==> src/rtl/analog_ctrl_driver.sv <==
`default_nettype none
// ============================================================================
//  Module      : analog_ctrl_driver
//  Description : Buffers control words in a small FIFO and applies them one at
//                a time to the analog control bus. Each apply is announced by
//                a one-cycle strobe and followed by a programmable settle hold
//                that ends with a one-cycle done pulse.
//                Optional macro ANALOG_CTRL_READBACK_EN adds a status capture
//                (status_in -> status_out) taken when the settle period ends.
//  Revision    : 1.0 - initial release
// ============================================================================
module analog_ctrl_driver #(
    parameter int CTRL_W     = 16,
    parameter int FIFO_DEPTH = 4,
    parameter int SETTLE_W   = 8
) (
    input  logic                            clk_in,
    input  logic                            reset_int,
    input  logic [CTRL_W-1:0]               wr_data,
    input  logic                            wr_valid,
    output logic                            wr_ready,
    input  logic                            flush,
    input  logic [SETTLE_W-1:0]             settle_cycles,
`ifdef ANALOG_CTRL_READBACK_EN
    input  logic [CTRL_W-1:0]               status_in,
    output logic [CTRL_W-1:0]               status_out,
`endif
    output logic [CTRL_W-1:0]               ctrl_out,
    output logic                            ctrl_strobe,
    output logic                            busy,
    output logic                            done,
    output logic [$clog2(FIFO_DEPTH):0]     fifo_level
);

    localparam int PTR_W = $clog2(FIFO_DEPTH);
    localparam int LVL_W = PTR_W + 1;
    localparam logic [LVL_W-1:0] FULL_LVL = LVL_W'(FIFO_DEPTH);

    typedef enum logic [0:0] {
        IDLE   = 1'b0,
        SETTLE = 1'b1
    } state_t;

    state_t                 state_q, state_d;
    logic [SETTLE_W-1:0]    cnt_q, cnt_d;
    logic [CTRL_W-1:0]      ctrl_q, ctrl_d;
    logic                   strobe_q, strobe_d;
    logic                   done_q, done_d;

    logic [CTRL_W-1:0]      mem_q [FIFO_DEPTH];
    logic [PTR_W-1:0]       wr_ptr_q, wr_ptr_d;
    logic [PTR_W-1:0]       rd_ptr_q, rd_ptr_d;
    logic [LVL_W-1:0]       level_q, level_d;

    logic                   w_push;
    logic                   w_pop;
    logic                   w_settle_exit;

    // Readiness depends only on the stored count, so a pop in the same cycle
    // never opens a slot for a word offered while full.
    assign wr_ready      = (level_q != FULL_LVL);
    assign w_push        = wr_valid && wr_ready;
    // Pop also uses the stored count: a word just pushed is seen one edge later.
    assign w_pop         = (state_q == IDLE) && (level_q != '0);
    assign w_settle_exit = (state_q == SETTLE) && (cnt_q == '0);

    // FIFO pointer/level next state; flush wins over a concurrent push.
    always_comb begin
        wr_ptr_d = wr_ptr_q;
        rd_ptr_d = rd_ptr_q;
        level_d  = level_q;
        if (flush) begin
            wr_ptr_d = '0;
            rd_ptr_d = '0;
            level_d  = '0;
        end else begin
            if (w_push) wr_ptr_d = wr_ptr_q + PTR_W'(1);
            if (w_pop)  rd_ptr_d = rd_ptr_q + PTR_W'(1);
            case ({w_push, w_pop})
                2'b10:   level_d = level_q + LVL_W'(1);
                2'b01:   level_d = level_q - LVL_W'(1);
                default: level_d = level_q;
            endcase
        end
    end

    // FIFO storage; a word offered during flush is dropped.
    always_ff @(posedge clk_in) begin
        if (w_push && !flush) begin
            mem_q[wr_ptr_q] <= wr_data;
        end
    end

    // Apply/settle sequencing: pop loads the bus and counter, settle counts down.
    always_comb begin
        state_d  = state_q;
        cnt_d    = cnt_q;
        ctrl_d   = ctrl_q;
        strobe_d = 1'b0;
        done_d   = 1'b0;
        case (state_q)
            IDLE: begin
                if (w_pop) begin
                    state_d  = SETTLE;
                    cnt_d    = settle_cycles;
                    ctrl_d   = mem_q[rd_ptr_q];
                    strobe_d = 1'b1;
                end
            end
            SETTLE: begin
                if (cnt_q != '0) begin
                    cnt_d = cnt_q - SETTLE_W'(1);
                end else begin
                    state_d = IDLE;
                    done_d  = 1'b1;
                end
            end
            default: state_d = IDLE;
        endcase
    end

    // State, bus and FIFO bookkeeping registers; reset clears everything at once.
    always_ff @(posedge clk_in or posedge reset_int) begin
        if (reset_int) begin
            state_q  <= IDLE;
            cnt_q    <= '0;
            ctrl_q   <= '0;
            strobe_q <= 1'b0;
            done_q   <= 1'b0;
            wr_ptr_q <= '0;
            rd_ptr_q <= '0;
            level_q  <= '0;
        end else begin
            state_q  <= state_d;
            cnt_q    <= cnt_d;
            ctrl_q   <= ctrl_d;
            strobe_q <= strobe_d;
            done_q   <= done_d;
            wr_ptr_q <= wr_ptr_d;
            rd_ptr_q <= rd_ptr_d;
            level_q  <= level_d;
        end
    end

`ifdef ANALOG_CTRL_READBACK_EN
    logic [CTRL_W-1:0] status_q;

    // Snapshot the analog status on the settle-exit edge so it lines up with done.
    always_ff @(posedge clk_in or posedge reset_int) begin
        if (reset_int) begin
            status_q <= '0;
        end else if (w_settle_exit) begin
            status_q <= status_in;
        end
    end

    assign status_out = status_q;
`else
    logic w_unused_exit;
    assign w_unused_exit = w_settle_exit;
`endif

    assign ctrl_out    = ctrl_q;
    assign ctrl_strobe = strobe_q;
    assign busy        = (state_q == SETTLE);
    assign done        = done_q;
    assign fifo_level  = level_q;

endmodule
`default_nettype wire

==> config.mk <==
export PLATFORM = sky130hd
export DESIGN_NAME = analog_ctrl_driver
export DESIGN_NICKNAME = d
export VERILOG_FILES = /design/src/rtl/analog_ctrl_driver.sv
export SDC_FILE = /design/constraint.sdc
export NUM_CORES = 1
export LEC_CHECK = 0
export ABC_AREA = 1
export CORE_ASPECT_RATIO = 1.2
export CORE_UTILIZATION = 35
export CTS_BUF_LIST = sky130_fd_sc_hd__clkbuf_4
export DETAILED_ROUTE_END_ITERATION = 8
export HOLD_SLACK_MARGIN = 0.05
export PLACE_DENSITY = 0.56
export SYNTH_ARGS = -nofsm -noshare
export SYNTH_HDL_FRONTEND = slang
export SYNTH_SLANG_ARGS = --single-unit
==> constraint.sdc <==
create_clock -name clk_in -period 3.62 [get_ports clk_in]
set_input_delay 0.724 -clock clk_in [delete_from_list [all_inputs] [get_ports clk_in]]
set_output_delay 0.724 -clock clk_in [all_outputs]
set_load 0.01 [all_outputs]
==> results of run 1 <==
[routing by layer]
| metal | vias to the layer above | GRT usage [%] |
|---|---|---|
| met5 | - | 0 |
| met4 | 0 | 5.62 |
| met3 | 10 | 3.18 |
| met2 | 54 | 25.9 |
| met1 | 1306 | 19.3 |
| li1 | 1381 | - |
[stage by stage]
stage	hold slack, ns	setup slack [ns]	area [um2]
5_1_grt	0.572	1.02	4960
3_5_place_dp	0.497	1.15	4760
4_1_cts	0.530	1.07	4960
3_3_place_gp	0.488	1.24	4760
2_1_floorplan	0.464	1.55	4100
6_report	0.527	1.12	4960
[layout make-up]
| type | count | area, um2 |
|---|---|---|
| clock buffers | 10 | 75.1 |
| multi-input cells | 239 | 1130 |
| well taps | 154 | 193 |
| repair buffers | 57 | 553 |
| flip-flops and latches | 98 | 2770 |
| clock inverters | 6 | 129 |
| fillers | 1095 | 6230 |
| inverters | 28 | 105 |
[cells by family after synthesis]
group,Yosys count,synth area share [%]
AND/OR/NAND/NOR,166,16.3
flip-flops,98,67.7
adder cells (fa/ha/maj),7,2.32
XOR/XNOR,1,0.214
buffers and inverters,43,4.70
AO/OA/AOI/OAI,65,8.76
[how the worst min path moves through the flow]
stage	start	endpoint	cells after the start
after floorplan	cnt_q[5]	cnt_q[5]	2
after global placement	cnt_q[5]	cnt_q[5]	2
after detailed placement	cnt_q[5]	cnt_q[5]	2
after CTS	cnt_q[5]	cnt_q[5]	2
after global routing	mem_q[1][15]	ctrl_out[15]	2
final	cnt_q[5]	cnt_q[5]	2
[power groups by stage]
stage                     clock (W)  combinational (W)  sequential [W]
after floorplan                   0           0.000372         0.00152
after global placement            0           0.000733         0.00150
after detailed placement          0           0.000734         0.00150
after CTS                  0.000794           0.000742         0.00148
after global routing       0.000846           0.000836         0.00150
final                      0.000766           0.000731         0.00147
[cells in the final DEF (no fill, tap or decap), drive strengths merged]
cell type,n
o21ai,45
nand2,50
ha,6
fa,1
o22ai,1
clkdlybuf4s50,50
nor2,98
nand4,1
xnor2,1
nor3,1
clkbuf,10
nand3,15
bufinv,4
nand3b,1
a21oi,2
buf,7
inv,28
clkinv,2
edfxtp,64
dfrtp,34
a31oi,17
[registers in the layout (all words and copies together), names as in the netlist]
name         flops
mem_q           64
rd_ptr_q         2
wr_ptr_q         2
done             1
busy             1
ctrl_strobe      1
fifo_level       3
cnt_q            8
ctrl_out        16
==> run_results.csv, run 1 <==
group,metric,value,unit
floorplanning,initial_utilization,36.6,%
logic_synthesis,synth_enable_flop_cells,64,
worst_setup_path,critical-path-max-stage-delay,0.71,ns
power,p_leak,1.94,nW
floorplanning,core_area,11200,um2
route,routed.top_layer,"met4",
clocking,numCtsBuffers,9,
route,met3RoutedLength,325,um
floorplanning,floorplan.die.height,121,um
finish,finalCoreUtilization,44.3,%
clocking,clock_root_buffer_master,"clkbuf_4",
timing,maxClockFrequency,399,MHz
power,p_switching,0.000824,W
power,power.ir.vdd_worst,336,uV
worst_setup_path,critical_path.n_buffers_inverters,1,
logic_synthesis,syn_nets,415,
timing,rsz0062_at_grt,"no",
timing,final_setup_vio_count,0,
finish,antennaDiodeCount,0,
timing,slew_headroom,53.0,%
timing,totalNegativeSetupSlack,0,ns
clocking,cts_resized,0,
floorplanning,die_width,101,um
route,post-route-drc-count,0,
finish,layout_net_count,468,
logic_synthesis,synth.distinct_cells,26,
route,antenna_violation_net_count_after_detailed_routing,0,
logic_synthesis,netlist_area,4100,um2
clocking,clk_pin_slew,0.14,ns
power,power_per_cell_area,599,nW/um2
clocking,tritoncts,"yes",
power,power_frac_clock,25.8,%
worst_setup_path,cp_top_family,"flip-flops",
global_routing,antenna_found_initial,0,
worst_setup_path,setup.reg_to_reg.worst_slack,1.41,ns
route,detailroute.via_count,2751,
clocking,htree_num_levels,3,
timing,worst_slew_pin_slew,0.705,ns
power,sequentialPowerShare,49.6,%
worst_setup_path,timing.rr.start,"fifo_level[0]",
placement,hpwl_reported_at_the_end_of_detailed_placement,5170,um
global_routing,grt_remaining_overflow,0,
timing,timing.final.crit_period,2.50,ns
worst_setup_path,timing.critical_path.to_type,"primary output",
clocking,clkLatencyLatePin,0.43,ns
worst_setup_path,setup.worst_path.class,"reg2out",
route,wire_length_per_cell,13.8,um
power,post-layout-total-power,0.00297,W
logic_synthesis,synth_common_cells,"96 x nor2_1, 64 x edfxtp_1, 46 x nand2_1",
power,sw_frac_of_total,27.7,%
power,power.share.combinational,24.6,%
worst_setup_path,worst-r2r-cell-count,12,
clocking,postCtsSetupRepairBufs,0,
route,met2RoutedLength,4000,um
timing,final_min_period_over_clock_period,69.2,%
floorplanning,dieArea,12100,um2
route,tritonroute_pass_1_iters,4,
global_routing,grt_pass1_vias,2875,
finish,fin_cells,592,
logic_synthesis,yosysTopAreaCellShare,46.9,%
route,wl_met1,3750,um
placement,placed_cells_incl_taps,576,
power,power.internal,0.00215,W
logic_synthesis,synth_ff_type,"edfxtp_1",
finish,drive_gt1_share,7.76,%
placement,finalWeightedCongestion,0.784,
finish,area_growth,21.0,%
worst_setup_path,crit_path_max_fanout,15,
worst_hold_path,hold_path.class,"reg2reg",
placement,port_buffers,50,
flow_run,maxCapViolCount,0,
worst_setup_path,worst_setup_path_startpoint,"busy",
worst_setup_path,timing.critical_path.slowest_stage_cell,"dfrtp_1",
timing,finalClockSkew,0.0146,ns
timing,finalHoldViolCount,0,
clocking,cts_hold_buf,0,
route,drt-vias-per-instance,4.65,
global_routing,grt.total_usage,15.3,%
timing,timing_max_transition_violations_final,0,
worst_setup_path,critical_path.reg2reg.endpoint,"fifo_level[2]",
outcome,run_status,"finished, final reports clean",
logic_synthesis,synth.yosys.seq_area_share,67.7,%
route,drt_first_iter_violations,130,
logic_synthesis,dominant_cell_by_count_in_the_synthesized_netlist,"nor2_1",
global_routing,grt_max_degree,37,
route,postRouteWirelength,8190,um
logic_synthesis,synthDominantAreaCellType,"edfxtp_1",
worst_setup_path,critical_path_launch_point_type,"flip-flop",
global_routing,grt_pass1_wl,14100,um
logic_synthesis,syn-mean-instance-area,10.8,um2
worst_setup_path,critical_path.endpoint,"busy",
floorplanning,io_pins,51,
worst_setup_path,path_cells,"clkdlybuf4s50_1",
floorplanning,std_cell_rows,42,
clocking,cts_sinks,98,
worst_setup_path,critical_path_depth,1,
logic_synthesis,async_flop_share,34.7,%
logic_synthesis,yosys_warnings,0,
logic_synthesis,synth_area_leaders,"edfxtp_1 47%, dfrtp_1 21%, nor2_1 8.8%",
logic_synthesis,synthesis.instances,380,
worst_setup_path,data_required_time_of_the_critical_path,2.90,ns
worst_setup_path,arrival_worst_endpoint,1.78,ns
logic_synthesis,yosys_register_bits,98,
clocking,clock_path_buffers,2,
Power figures use the tool's default switching activity.
==> inputs of run 2 (changes only) <==
Clock period 3.62 ns to 2.37 ns, I/O delays scaled along.
==> run_results.csv, run 2 (same netlist as run 1, synthesis figures left out) <==
group,metric,value,unit
placement,postPlaceCellArea,4810,um2
placement,hpwl_reported_at_the_end_of_detailed_placement,5320,um
clocking,clock_root_buffer_master,"clkbuf_4",
worst_setup_path,critical_path.n_buffers_inverters,1,
finish,drive_gt1_share,7.74,%
floorplanning,std_cell_rows,42,
finish,area_growth,20.8,%
worst_setup_path,data_required_time_of_the_critical_path,1.90,ns
finish,largest_register,"mem_q",
route,postRouteWirelength,8450,um
timing,final_min_period_over_clock_period,96.3,%
placement,port_buffers,50,
power,power.ir.vdd_worst,491,uV
worst_setup_path,critical-path-max-stage-delay,0.72,ns
timing,rsz0062_at_grt,"no",
timing,finalHoldViolCount,0,
worst_setup_path,setup.worst_path.class,"reg2out",
clocking,clock_path_buffers,2,
timing,timing.final.crit_period,2.28,ns
global_routing,grt_pass1_wl,14100,um
worst_setup_path,timing.critical_path.to_type,"primary output",
global_routing,grt.total_usage,15.4,%
clocking,postCtsSetupRepairBufs,0,
power,power_per_cell_area,860,nW/um2
clocking,tritoncts,"yes",
route,drt-vias-per-instance,4.66,
clocking,htree_num_levels,3,
timing,worst_slew_pin_slew,0.554,ns
global_routing,grt_remaining_overflow,0,
route,detailroute.via_count,2761,
timing,final_setup_vio_count,0,
finish,layout.cells.most_common,"nor2_1",
worst_setup_path,path_cells,"clkdlybuf4s50_1",
clocking,cts_resized,0,
timing,finalClockSkew,0.0177,ns
global_routing,grt_max_degree,36,
route,post-route-drc-count,0,
finish,layout_common_cells,"96 x nor2_1, 64 x edfxtp_1, 50 x clkdlybuf4s50_1",
worst_setup_path,timing.critical_path.slowest_stage_cell,"dfrtp_1",
finish,largest_register_ff_count,64,
worst_setup_path,cp_top_family,"flip-flops",
flow_run,maxCapViolCount,0,
floorplanning,core_area,11200,um2
route,tritonroute_pass_1_iters,4,
timing,slew_headroom,63.1,%
worst_setup_path,worst-r2r-cell-count,11,
worst_hold_path,hold_path.class,"in2async",
worst_setup_path,critical_path_launch_point_type,"flip-flop",
global_routing,antenna_found_initial,0,
route,antenna_violation_net_count_after_detailed_routing,0,
placement,finalWeightedCongestion,0.800,
finish,layout_net_count,469,
finish,antennaDiodeCount,0,
clocking,cts_sinks,98,
floorplanning,floorplan.die.height,121,um
route,wire_length_per_cell,14.2,um
route,drt_first_iter_violations,137,
timing,maxClockFrequency,438,MHz
timing,hold_ws,0.400,ns
timing,totalNegativeSetupSlack,0,ns
clocking,numCtsBuffers,9,
power,p_leak,1.92,nW
floorplanning,io_pins,51,
worst_setup_path,critical_path_depth,1,
floorplanning,die_width,101,um
timing,timing_max_transition_violations_final,0,
clocking,clk_pin_slew,0.16,ns
global_routing,grt_pass1_vias,2890,
floorplanning,dieArea,12100,um2
finish,finish.instance_area,4950,um2
floorplanning,initial_utilization,36.6,%
outcome,run_status,"finished, final reports clean",
worst_setup_path,crit_path_max_fanout,15,
worst_setup_path,arrival_worst_endpoint,1.81,ns
clocking,clkLatencyLatePin,0.46,ns
power,post-layout-total-power,0.00426,W
clocking,cts_hold_buf,0,
run 2: path summary, 6_finish.rpt:
| check | slack (ns) | end | from |
|---|---|---|---|
| max | 0.09 | busy | busy |
| min | 0.40 | ctrl_out[5] | reset_int |
| max reg2reg | 0.42 | fifo_level[2] | fifo_level[0] |
| min reg2reg | 0.52 | cnt_q[5] | cnt_q[5] |
| max in group asynchronous | 1.63 | ctrl_out[0] | reset_int |
| min in group clk_in | 0.52 | cnt_q[5] | cnt_q[5] |
run 2: final cells by class:
| type | instances | area (um2) |
|---|---|---|
| clock buffers | 9 | 67.6 |
| clock inverters | 7 | 68.8 |
| fillers | 1074 | 6240 |
| inverters | 28 | 105 |
| multi-input cells | 239 | 1130 |
| flip-flops and latches | 98 | 2770 |
| well taps | 154 | 193 |
| repair buffers | 58 | 611 |
run 2: stage by stage:
| step | setup slack, ns | cells | util (%) |
|---|---|---|---|
| final | 0.0870 | 593 | 44.2 |
| after global routing | 0.00173 | 593 | 44.2 |
| after CTS | 0.0425 | 593 | 44.2 |
| after detailed placement | 0.167 | 577 | 43.0 |
| after global placement | 0.249 | 577 | 43.0 |
| after floorplan | 0.364 | 380 | - |
run 2: metal layers:
layer | share of wire, % | track usage [%]
met2 | 50 | 26.6
met5 | 0 | 0
met4 | 1.3 | 6.25
met1 | 46 | 19.0
met3 | 3.4 | 2.77
run 2: where the power goes:
part           switching, W  internal, W
registers          0.000169      0.00209
clock network      0.000563     0.000318
logic              0.000568     0.000554
==> inputs of run 3 (changes only) <==
Settings changed: SKIP_LAST_GASP set to 1.
==> results of run 3 <==
Final layout, timing and power as in run 2 (identical DEF).
==> variant 1 (settings of run 3) <==
The parameter `SETTLE_W` goes from 8 to 10.
--- a/src/rtl/analog_ctrl_driver.sv
+++ b/src/rtl/analog_ctrl_driver.sv
@@ -13,5 +13,5 @@
     parameter int CTRL_W     = 16,
     parameter int FIFO_DEPTH = 4,
-    parameter int SETTLE_W   = 8
+    parameter int SETTLE_W   = 10
 ) (
     input  logic                            clk_in,
Ports: changed (resized settle_cycles); port bits go from 51 to 53. The function was not compared with the original's and may differ.
==> variant 1 against run 3 <==
First-iteration DRC count up 26%. Utilization down 0.42 points. Die area up 3.2%. Sequential power up 3%. Setup slack better by 0.14 ns. Non-clock buffer count up 4. Sequential share of layout area down 0.82 points. Wire length up 1.5%. Design area up 3.3%. Sequential cell count up 2. Power up 2.7%. Area after synthesis up 3.3%. Critical path type unchanged. Largest cell class unchanged. Largest power group unchanged.
==> variant 1: results (changes against run 3) <==
| Metric | Value |
|---|---|
| Async set or reset register ratio after synthesis | 0.360 (was 0.347) |
| Met2 usage | 0.254 (was 0.266) |
| DRT iter0 DRCs | 172 (was 137) |
| Dpl ws | 0.166 ns (was 0.167 ns) |
| Register area share after synthesis | 0.667 (was 0.677) |
| Metal3 WL | 376 um (was 284 um) |
| Synth area leaders | edfxtp_1, dfrtp_1, nor2_1, nand2_1, o21ai_0 (was edfxtp_1, dfrtp_1, nor2_1, o21ai_0, nand2_1) |
| Met1 usage | 0.196 (was 0.190) |
| Synth unique cells | 28 (was 26) |
| Layout cells sized above 1 | 0.0929 (was 0.0774) |
| IO buf count | 52 (was 50) |
| M1 WL | 3860 um (about the same) |
| Detailed Place HPWL | 5590 um (was 5320 um) |
| Register-to-Register Setup Slack | 0.39 ns (was 0.42 ns) |
| Worst R2R Path Depth | 12 (was 11) |
| Worst stage delay on the critical path | 0.50 ns (was 0.72 ns) |
| Leak pwr | 2.01 nW (was 1.92 nW) |
| Via Count | 2,900 (was 2,761) |
| Worst skew pair latency | 0.45 ns |
| Max Root-Sink Buffers | 2 (unchanged) |
| Routed Wire Length | 8570 um (was 8450 um) |
| Final hold slack | 0.416 ns (was 0.400 ns) |
| CP top delay family | buffers and inverters (was flip-flops) |
| Status | finished clean (unchanged) |
| Largest net degree at the start of global routing | 37 (was 36) |
| Clk slew on worst S/H paths | 0.16 ns (about the same) |
| Final net count | 494 (was 469) |
| Met3 Use GR | 0.0393 (was 0.0277) |
| Top cells by count, synth | nor2_1, edfxtp_1, nand2_1 (unchanged) |
| VDD IR-drop max | 491 uV (about the same) |
| Initial antenna violation count | 0 (unchanged) |
| Worst path slowest cell | clkdlybuf4s50_1 (was dfrtp_1) |
| Vias in the first global route | 2,844 (was 2,890) |
| First-pass GRT wire length | 14,200 um (was 14,100 um) |
| Filler cells | 1,141 (was 1,074) |
| Arrival @ worst endpoint | 1.67 ns (was 1.81 ns) |
| Global Route Usage Sum | 0.153 (was 0.154) |
| Synthesized Nets | 436 (was 415) |
| Clk_skew | 0.0107 ns (was 0.0177 ns) |
| Final GP Congestion | 0.856 (was 0.800) |
| Routed wl met2 | 4240 um (was 4190 um) |
| Slew @ Worst Pin | 0.495 ns (was 0.554 ns) |
==> variant 1: how the worst max path moves through the flow <==
stage	startpoint	endpoint	slack, ns	cells after the start
6_report	fifo_level[0]	wr_ready	0.23	3
3_3_place_gp	wr_valid	fifo_level[2]	0.21	10
2_1_floorplan	fifo_level[0]	mem_q[0][0]	0.33	6
4_1_cts	fifo_level[0]	wr_ready	0.19	3
5_1_grt	fifo_level[0]	wr_ready	0.09	3
3_5_place_dp	wr_valid	fifo_level[2]	0.17	10
==> variant 1: area by class of cell <==
cell class	instances	area, um2	area share
flip-flops and latches	100	2820	0.552
multi-input cells	259	1230	0.240
repair buffers	62	621	0.121
well taps	157	196	0.0384
inverters	26	100	0.0196
clock buffers	10	75.1	0.0147
clock inverters	6	70.1	0.0137
==> variant 1: logic make-up after synthesis <==
kind of cell	count (synthesis)	synth area share
AO/OA/AOI/OAI	67	0.0863
XOR/XNOR	1	0.00207
adder cells (fa/ha/maj)	6	0.0195
buffers and inverters	41	0.0426
flip-flops	100	0.667
AND/OR/NAND/NOR	185	0.182
==> variant 1: report_power, final <==
part / total [mW] / switching, mW / leakage (nW) / internal, mW
combinational: 1.13 / 0.563 / 0.909 / 0.570
sequential: 2.31 / 0.181 / 1.02 / 2.13
clock: 0.929 / 0.581 / 0.0822 / 0.348
total: 4.37 / 1.32 / 2.01 / 3.05
==> variant 1: through the flow <==
step | std cells | instance area (um2) | util | total power, mW
2_1_floorplan | 400 | 4230 | - | 2.98
3_3_place_gp | 604 | 4970 | 0.426 | 3.48
3_5_place_dp | 604 | 4970 | 0.426 | 3.49
4_1_cts | 620 | 5110 | 0.438 | 4.43
5_1_grt | 620 | 5110 | 0.438 | 4.67
6_report | 620 | 5110 | 0.438 | 4.37
==> variant 2 (settings of run 3) <==
Made on the original files. Register the output `fifo_level` once more, cleared by the reset; this adds one clock of latency there. The other outputs are not delayed to match.
--- a/src/rtl/analog_ctrl_driver.sv
+++ b/src/rtl/analog_ctrl_driver.sv
@@ -165,5 +165,11 @@
     assign busy        = (state_q == SETTLE);
     assign done        = done_q;
-    assign fifo_level  = level_q;
+    always_ff @(posedge clk_in or posedge reset_int) begin
+        if (reset_int) begin
+            fifo_level <= '0;
+        end else begin
+            fifo_level <= level_q;
+        end
+    end
 
 endmodule
Function: changed (Yosys sat finds a counterexample within 4 cycles, from zero or initial values and one cycle with reset_int high).
==> variant 2 against run 3 <==
Design area increased by 1.7%. Via count increased by 1.5%. Setup slack improved by 0.16 ns. Synthesized cell count decreased by 0.53%. Non-clock buffer count increased by 2. Count of clock-buffer cells in the layout increased by 3. Power increased by 4.2%. Sequential cell count increased by 3. Area after synthesis increased by 1.9%. Wire length decreased by 2.5%. Critical path type unchanged. Highest routed layer unchanged.
==> variant 2: results (changes against run 3) <==
| Metric | Value |
|---|---|
| Register area share after synthesis | 0.682 (was 0.677) |
| Wire length per cell | 13.8 um (was 14.2 um) |
| Detailed Place HPWL | 5290 um (was 5320 um) |
| Largest net degree at the start of global routing | 38 (was 36) |
| Filler cells | 1,098 (was 1,074) |
| Async set or reset register ratio after synthesis | 0.366 (was 0.347) |
| End point of the critical path | wr_ready (was busy) |
| DRT iter0 DRCs | 118 (was 137) |
| Status | finished clean (unchanged) |
| Worst stage delay on the critical path | 0.48 ns (was 0.72 ns) |
| Reg-to-reg startpoint | level_q[0] (was fifo_level[0]) |
| Clk_skew | 0.0185 ns (was 0.0177 ns) |
| CP Max Fanout | 5 (was 15) |
| Leak pwr | 1.95 nW (was 1.92 nW) |
| Global Route Usage Sum | 0.146 (was 0.154) |
| Layout cells sized above 1 | 0.0977 (was 0.0774) |
| Initial antenna violation count | 1 (was 0) |
| Register-to-Register Setup Slack | 0.52 ns (was 0.42 ns) |
| Synthesized Nets | 413 (was 415) |
| Yosys warnings | 0 (unchanged) |
| Final GP Congestion | 0.833 (was 0.800) |
| First-pass GRT wire length | 13,500 um (was 14,100 um) |
| VDD IR-drop max | 362 uV (was 491 uV) |
| Final net count | 470 (was 469) |
| Slew @ Worst Pin | 0.513 ns (was 0.554 ns) |
| Arrival @ worst endpoint | 1.65 ns (was 1.81 ns) |
| Worst R2R Path Depth | 12 (was 11) |
| RR Endpoint | level_q[2] (was fifo_level[2]) |
variant 2: cell types whose count changed after synthesis, sizes merged:
cell / change
inv: -4
dfrtp: +3
nand2: -3
nor2: +3
nand3: -2
o21ai: +2
a21oi: +1
a31oi: -1
buf: -1
nand4: +1
nor3: -1
o22ai: -1
xor2: +1
variant 2: worst min path at each step:
| stage | cells past startpoint | slack [ns] | end |
|---|---|---|---|
| 2_1_floorplan | 2 | 0.44 | cnt_q[5] |
| 3_3_place_gp | 2 | 0.46 | cnt_q[5] |
| 3_5_place_dp | 2 | 0.47 | cnt_q[5] |
| 4_1_cts | 3 | 0.43 | cnt_q[7] |
| 5_1_grt | 3 | 0.48 | cnt_q[7] |
| 6_report | 3 | 0.44 | cnt_q[6] |
variant 2: logic make-up (layout without fill, tap and decap cells):
family          Yosys count  in the layout  share of synthesized area
simple gates            164            164                      0.163
other cells               0              1                          0
fa+ha+maj                 7              7                     0.0228
flops                   101            101                      0.682
xor+xnor                  2              2                    0.00420
compound gates           66             66                     0.0875
buf+inv                  38            100                     0.0402
variant 2: power by group:
part           internal [mW]  switching [mW]  leakage, nW
Sequential              2.15           0.162         1.03
Clock                  0.358           0.534       0.0794
Combinational          0.590           0.639        0.839
Total                   3.10            1.33         1.95
variant 2: area by class of cell:
| type | count | area share |
|---|---|---|
| Antenna cell | 1 | 0.000497 |
| Clock buffer | 12 | 0.0179 |
| Clock inverter | 4 | 0.00945 |
| Inverter | 24 | 0.0179 |
| Multi-Input combinational cell | 239 | 0.230 |
| Sequential cell | 101 | 0.566 |
| Tap cell | 157 | 0.0390 |
| Timing Repair Buffer | 60 | 0.119 |
variant 2: per-layer routing:
| metal | routed length, um | share of wire | track usage | vias to the layer above |
|---|---|---|---|---|
| li1 | - | - | - | 1391 |
| met1 | 3560 | 0.43 | 0.180 | 1339 |
| met2 | 4190 | 0.51 | 0.242 | 67 |
| met3 | 383 | 0.047 | 0.0327 | 5 |
| met4 | 94 | 0.011 | 0.0688 | 0 |
| met5 | 0 | 0 | 0 | - |
variant 2: worst register-to-register path, stage by stage (launching register included):
cell and delay, ns:
dfrtp_1 0.49, nor2_4 0.08, nand2_2 0.07, nand2_2 0.09
nand2_2 0.10, inv_1 0.06, fa_1 0.37, xnor2_1 0.22
inv_1 0.06, nand2_1 0.06, nand2_1 0.04, nand3_1 0.06
nand2_1 0.05
variant 2: through the flow:
step	worst slack (ns)	power [mW]	utilization	area (um2)	instances
2_1_floorplan	0.433	3.05	-	4170	378
3_3_place_gp	0.239	3.58	0.423	4890	581
3_5_place_dp	0.176	3.60	0.423	4890	581
4_1_cts	0.192	4.50	0.435	5030	597
5_1_grt	0.131	4.74	0.435	5030	598
6_report	0.243	4.43	0.435	5030	598
